<file path="src/rtl/mem_port_arbiter.sv">
// Shares one memory port between the fetch and execute requesters, one transaction in flight.
// Define ARB_PERF_CNT_EN to build the grant/stall performance counters.
module mem_port_arbiter #(
    parameter int AWIDTH     = 32,
    parameter int DWIDTH     = 32,
    parameter int MAX_STARVE = 4
) (
    input  logic              clk,
    input  logic              reset,
    input  logic              i_req,
    input  logic [AWIDTH-1:0] i_addr,
    output logic              i_gnt,
    output logic              i_rvalid,
    output logic [DWIDTH-1:0] i_rdata,
    input  logic              d_req,
    input  logic              d_we,
    input  logic [1:0]        d_size,
    input  logic [AWIDTH-1:0] d_addr,
    input  logic [DWIDTH-1:0] d_wdata,
    output logic              d_gnt,
    output logic              d_rvalid,
    output logic [DWIDTH-1:0] d_rdata,
    output logic              m_req,
    output logic              m_we,
    output logic [1:0]        m_size,
    output logic [AWIDTH-1:0] m_addr,
    output logic [DWIDTH-1:0] m_wdata,
    input  logic              m_gnt,
    input  logic              m_rvalid,
    input  logic [DWIDTH-1:0] m_rdata,
    output logic              busy,
    output logic [31:0]       perf_i_cnt,
    output logic [31:0]       perf_d_cnt,
    output logic [31:0]       perf_stall_cnt
);
    typedef enum logic [1:0] {IDLE, WAIT_GNT, WAIT_RSP} state_t;
    typedef enum logic [1:0] {OWN_NONE, OWN_I, OWN_D} owner_t;

    localparam logic [3:0] STARVE_LIMIT = 4'(MAX_STARVE);

    state_t            state_q, state_d;
    owner_t            owner_q, owner_d;
    owner_t            sel;
    logic [3:0]        starve_q, starve_d;
    logic              store_q, store_d;
    logic              mReqC, mWeC, iGntC, dGntC, iRvalidC, dRvalidC;
    logic [1:0]        mSizeC;
    logic [AWIDTH-1:0] mAddrC;
    logic [DWIDTH-1:0] mWdataC, iRdataC, dRdataC;

    always_ff @(posedge clk or negedge reset) begin
        if (!reset) begin
            state_q  <= IDLE;
            owner_q  <= OWN_NONE;
            starve_q <= '0;
            store_q  <= 1'b0;
        end else begin
            state_q  <= state_d;
            owner_q  <= owner_d;
            starve_q <= starve_d;
            store_q  <= store_d;
        end
    end

    always_comb begin
        state_d  = state_q;
        owner_d  = owner_q;
        starve_d = starve_q;
        store_d  = store_q;
        sel      = OWN_NONE;
        mReqC    = 1'b0;
        mWeC     = 1'b0;
        mSizeC   = 2'd0;
        mAddrC   = '0;
        mWdataC  = '0;
        iGntC    = 1'b0;
        dGntC    = 1'b0;
        iRvalidC = 1'b0;
        dRvalidC = 1'b0;
        iRdataC  = '0;
        dRdataC  = '0;
        case (state_q)
            IDLE: begin
                if (i_req || d_req) begin
                    // Data wins contention unless fetch has lost MAX_STARVE times in a row.
                    sel      = (d_req && !(i_req && starve_q == STARVE_LIMIT)) ? OWN_D : OWN_I;
                    owner_d  = sel;
                    store_d  = (sel == OWN_D) && d_we;
                    state_d  = m_gnt ? WAIT_RSP : WAIT_GNT;
                    if (sel == OWN_D && i_req)
                        starve_d = (starve_q == STARVE_LIMIT) ? starve_q : starve_q + 4'd1;
                    else
                        starve_d = '0;
                end
            end
            WAIT_GNT: begin
                sel = owner_q;
                if (m_gnt)
                    state_d = WAIT_RSP;
            end
            WAIT_RSP: begin
                if (m_rvalid) begin
                    if (owner_q == OWN_I) begin
                        iRvalidC = 1'b1;
                        iRdataC  = m_rdata;
                    end else if (owner_q == OWN_D) begin
                        dRvalidC = 1'b1;
                        dRdataC  = store_q ? '0 : m_rdata;
                    end
                    state_d = IDLE;
                    owner_d = OWN_NONE;
                end
            end
            default: begin
                state_d = IDLE;
                owner_d = OWN_NONE;
            end
        endcase
        if (sel == OWN_I) begin
            mReqC  = 1'b1;
            mSizeC = 2'd2;
            mAddrC = i_addr;
            iGntC  = m_gnt;
        end else if (sel == OWN_D) begin
            mReqC   = 1'b1;
            mWeC    = d_we;
            mSizeC  = d_size;
            mAddrC  = d_addr;
            mWdataC = d_wdata;
            dGntC   = m_gnt;
        end
    end

    // Arbitration is combinational from the requests, so outputs are held at 0 while reset is low.
    always_comb begin
        m_req    = 1'b0;
        m_we     = 1'b0;
        m_size   = 2'd0;
        m_addr   = '0;
        m_wdata  = '0;
        i_gnt    = 1'b0;
        d_gnt    = 1'b0;
        i_rvalid = 1'b0;
        d_rvalid = 1'b0;
        i_rdata  = '0;
        d_rdata  = '0;
        if (reset) begin
            m_req    = mReqC;
            m_we     = mWeC;
            m_size   = mSizeC;
            m_addr   = mAddrC;
            m_wdata  = mWdataC;
            i_gnt    = iGntC;
            d_gnt    = dGntC;
            i_rvalid = iRvalidC;
            d_rvalid = dRvalidC;
            i_rdata  = iRdataC;
            d_rdata  = dRdataC;
        end
    end

    assign busy = (state_q != IDLE);

`ifdef ARB_PERF_CNT_EN
    logic [31:0] perfI_q, perfD_q, perfStall_q;

    always_ff @(posedge clk or negedge reset) begin
        if (!reset) begin
            perfI_q     <= '0;
            perfD_q     <= '0;
            perfStall_q <= '0;
        end else begin
            perfI_q     <= perfI_q + {31'd0, iGntC};
            perfD_q     <= perfD_q + {31'd0, dGntC};
            perfStall_q <= perfStall_q + {31'd0, (i_req & ~iGntC) | (d_req & ~dGntC)};
        end
    end

    assign perf_i_cnt     = perfI_q;
    assign perf_d_cnt     = perfD_q;
    assign perf_stall_cnt = perfStall_q;
`else
    assign perf_i_cnt     = '0;
    assign perf_d_cnt     = '0;
    assign perf_stall_cnt = '0;
`endif

endmodule

</file>
<file path="config.mk">
export PLATFORM = sky130hd
export DESIGN_NAME = mem_port_arbiter
export DESIGN_NICKNAME = d
export VERILOG_FILES = /design/src/rtl/mem_port_arbiter.sv
export SDC_FILE = /design/constraint.sdc
export NUM_CORES = 1
export LEC_CHECK = 0
export ABC_AREA = 0
export BUFFER_PORTS_ARGS = -buffer_cell sky130_fd_sc_hd__buf_2
export CORE_AREA = 5 5 141 143
export DETAILED_ROUTE_END_ITERATION = 10
export DIE_AREA = 0 0 146 148
export PLACE_DENSITY_LB_ADDON = 0.12
export SLEW_MARGIN = 25
export SYNTH_ARGS = -nofsm -noshare
export SYNTH_HDL_FRONTEND = slang
export SYNTH_SLANG_ARGS = --single-unit
</file>
<file path="constraint.sdc">
create_clock -name clk -period 2.52 [get_ports clk]
set_clock_uncertainty 0.1 [all_clocks]
set_input_delay 0.126 -clock clk [delete_from_list [all_inputs] [get_ports clk]]
set_output_delay 0.126 -clock clk [all_outputs]
set_load 0.1 [all_outputs]
</file>
==> summary.txt <==
Yosys reg bits = 9
Worst Hold Class = in -> reg
Static Leakage = 3.13 nW
DRC errors left = 0
# setup viols final = 56
VDD IR max = 0.228 mV
WL/cell = 16.6 um
synthesized netlist cell count = 315
CP max-delay cell = dfrtp_1
crit path max fanout = 13
RD Place Congestion = 0.879
MaxCap Viol Count = 0
first-pass GRT wire length = 20000 um
Antenna Diode Count = 0
sequential share of the synthesized area = 9.56%
EDFF count, synth = 0
die width = 146 um
GR Overflow Total = 0
crit path cell chain = inv_2, ha_4, nand4b_1, and2_4, o22ai_2, ha_2, buf_6, nor2_4, buf_12, buf_16, a22o_4, buf_12
Pins Over Slew Limit = 0
Critical Path Start = starve_q[1]
reg2reg start = starve_q[1]
post-synthesis cell area = 2350 sq um
Crit. End Element = output pin
Rows = 50
pin count of the biggest net entering global routing = 34
CTS Buffer Depth = 2
initial antenna violation count = 0
CTS tree = yes
most used cell along the critical path = buf_12
final worst slack = -0.122 ns
vias in the first global route = 3196
DRT Pass-1 Iters = 4
Detail Placement HPWL = 11600 um
Main synth FF type = dfrtp_1
crit-path max cell delay = 0.39 ns
GRT Overall Usage = 11.6%
RSZ-0062 raised after global routing = true
Yosys top cell area share = 30.9%
Worst Path Required = 2.29 ns
async set-or-reset flop fraction in the synthesized netlist = 100%
CP Buf/Inv Count = 5
synth warn = 0
commonest cells in the netlist = 100 x and2_1, 97 x buf_4, 32 x a22o_1
final WL = 13900 um
starting density of the core = 12.8%
FMAX = 0.379 GHz
Tcrit/Tclk final = 105%
fin nets = 741
fin crit period = 2.64 ns
Die Footprint = 21600 sq um
most common cell in the netlist = and2_1
DRT iter0 DRCs = 112
via/cell ratio = 3.57
final count of hold timing violations = 0
failing checks = setup timing
DIE HEIGHT = 148 um
CTS root buf = clkbuf_16
H-tree levels = 1
fin area = 6520 sq um
core area = 18500 sq um
cell area after placement = 5950 sq um
Area contributors post-synth = buf_4 31%, and2_1 27%, a22o_1 12%, dfrtp_1 9.6%, ha_1 2.1%
Ports = 370
Netlist cell types = 33
PD cells = 494 nW/um^2
final antenna-violating net count = 0
CTS buffer count = 3
Critical Path Source Type = register
Crit Path Category = reg -> out
vias = 2976
Rel. slew slack = 65.5%
clk sinks = 9
status = finished with violations
Slew @ Worst Pin = 0.521 ns
Post-Route Utilization = 35.3%
CP arrival = 2.42 ns
CP delay by family, top = buffers and inverters
layout cells sized above 1 = 66.1%
clock-pin slew on the worst setup and hold paths = 0.04 ns
Hold Crit Start = m_rvalid
worst skew pair latency = 0.24 ns
Port Buffers = 273
leading area contributor after synthesis = buf_4
syn avg cell area = 7.48 sq um
area grow syn2layout = 177%
==> cell usage in the layout (no fill, tap or decap), types with 3 or more instances in the layout <==
cell type and count:
a21oi_2 3, a22o_4 32, and2_1 64, and2_4 36
buf_12 137, buf_16 5, buf_2 139, buf_4 12
buf_6 3, clkbuf_16 5, conb_1 96, dfrtp_1 8
nand2_1 3, nand2b_1 3, nor2_1 4, o21ai_0 4
o2bb2ai_1 3
==> routing by layer <==
layer / global-route usage, % / routed length, um
met5: 0 / 0
met4: 1.32 / 80
met3: 2.39 / 927
met2: 24.7 / 8310
met1: 11.7 / 4550
==> logic make-up (layout without fill, tap and decap cells) <==
kind of cell | count (synthesis) | in the layout | share of synthesized area, %
simple gates | 132 | 132 | 35.7
compound gates | 50 | 50 | 17.3
buf+inv | 119 | 308 | 35.2
flops | 9 | 9 | 9.56
other cells | 1 | 96 | 0.159
fa+ha+maj | 4 | 4 | 2.13
==> stage by stage <==
stage	setup slack [ns]	instances	setup TNS, ns	hold WS [ns]	power [mW]
3_3_place_gp	0.154	811	0	-0.0946	2.73
5_1_grt	-0.232	833	-11.23	0.0587	3.32
2_1_floorplan	-0.391	410	-16.92	-0.270	2.14
6_report	-0.122	833	-4.10	0.0421	3.22
4_1_cts	-0.0868	829	-4.08	0.0380	3.20
3_5_place_dp	0.0921	811	0	-0.0985	2.74
==> final cells by class <==
type                            count  area, sq um
Clock buffer                        4         78.8
Fill cell                        1838        11900
Inverter                            4         18.8
Multi-Input combinational cell    282         2130
Sequential cell                     9          226
Tap cell                          234          293
Timing Repair Buffer              300         3770
==> sequential cells by signal, indices dropped and copies added (netlist names) <==
name	cells
starve_q	4
owner_q	2
state_q	2
store_q	1
==> where the power goes <==
| part | internal (mW) | switching (mW) | leakage, nW | total (mW) |
|---|---|---|---|---|
| sequential | 0.170 | 0.0302 | 0.117 | 0.200 |
| combinational | 0.835 | 1.90 | 2.97 | 2.73 |
| clock | 0.212 | 0.0742 | 0.0382 | 0.286 |
==> timing repair <==
item | CTS | global route
gates cloned | 4 | 3
hold buffers | 2 | 0
endpoints found under the hold margin | 10 | 0
buffers inserted | 8 | 1
setup endpoints to repair | 65 | 68
pin swaps | 17 | 4
resized for setup | 37 | 5
==> path summary, 6_finish.rpt <==
check | to | slack, ns | cells after the start
max in group asynchronous | state_q[0] | 1.67 | 3
hold reg to reg | starve_q[3] | 0.42 | 1
hold / removal | state_q[1] | 0.04 | 2
min in group asynchronous | starve_q[2] | 0.28 | 2
setup reg to reg | owner_q[1] | 1.01 | 6
setup / recovery | m_addr[23] | -0.12 | 12
No activity file was read; power rests on OpenSTA's default activity.
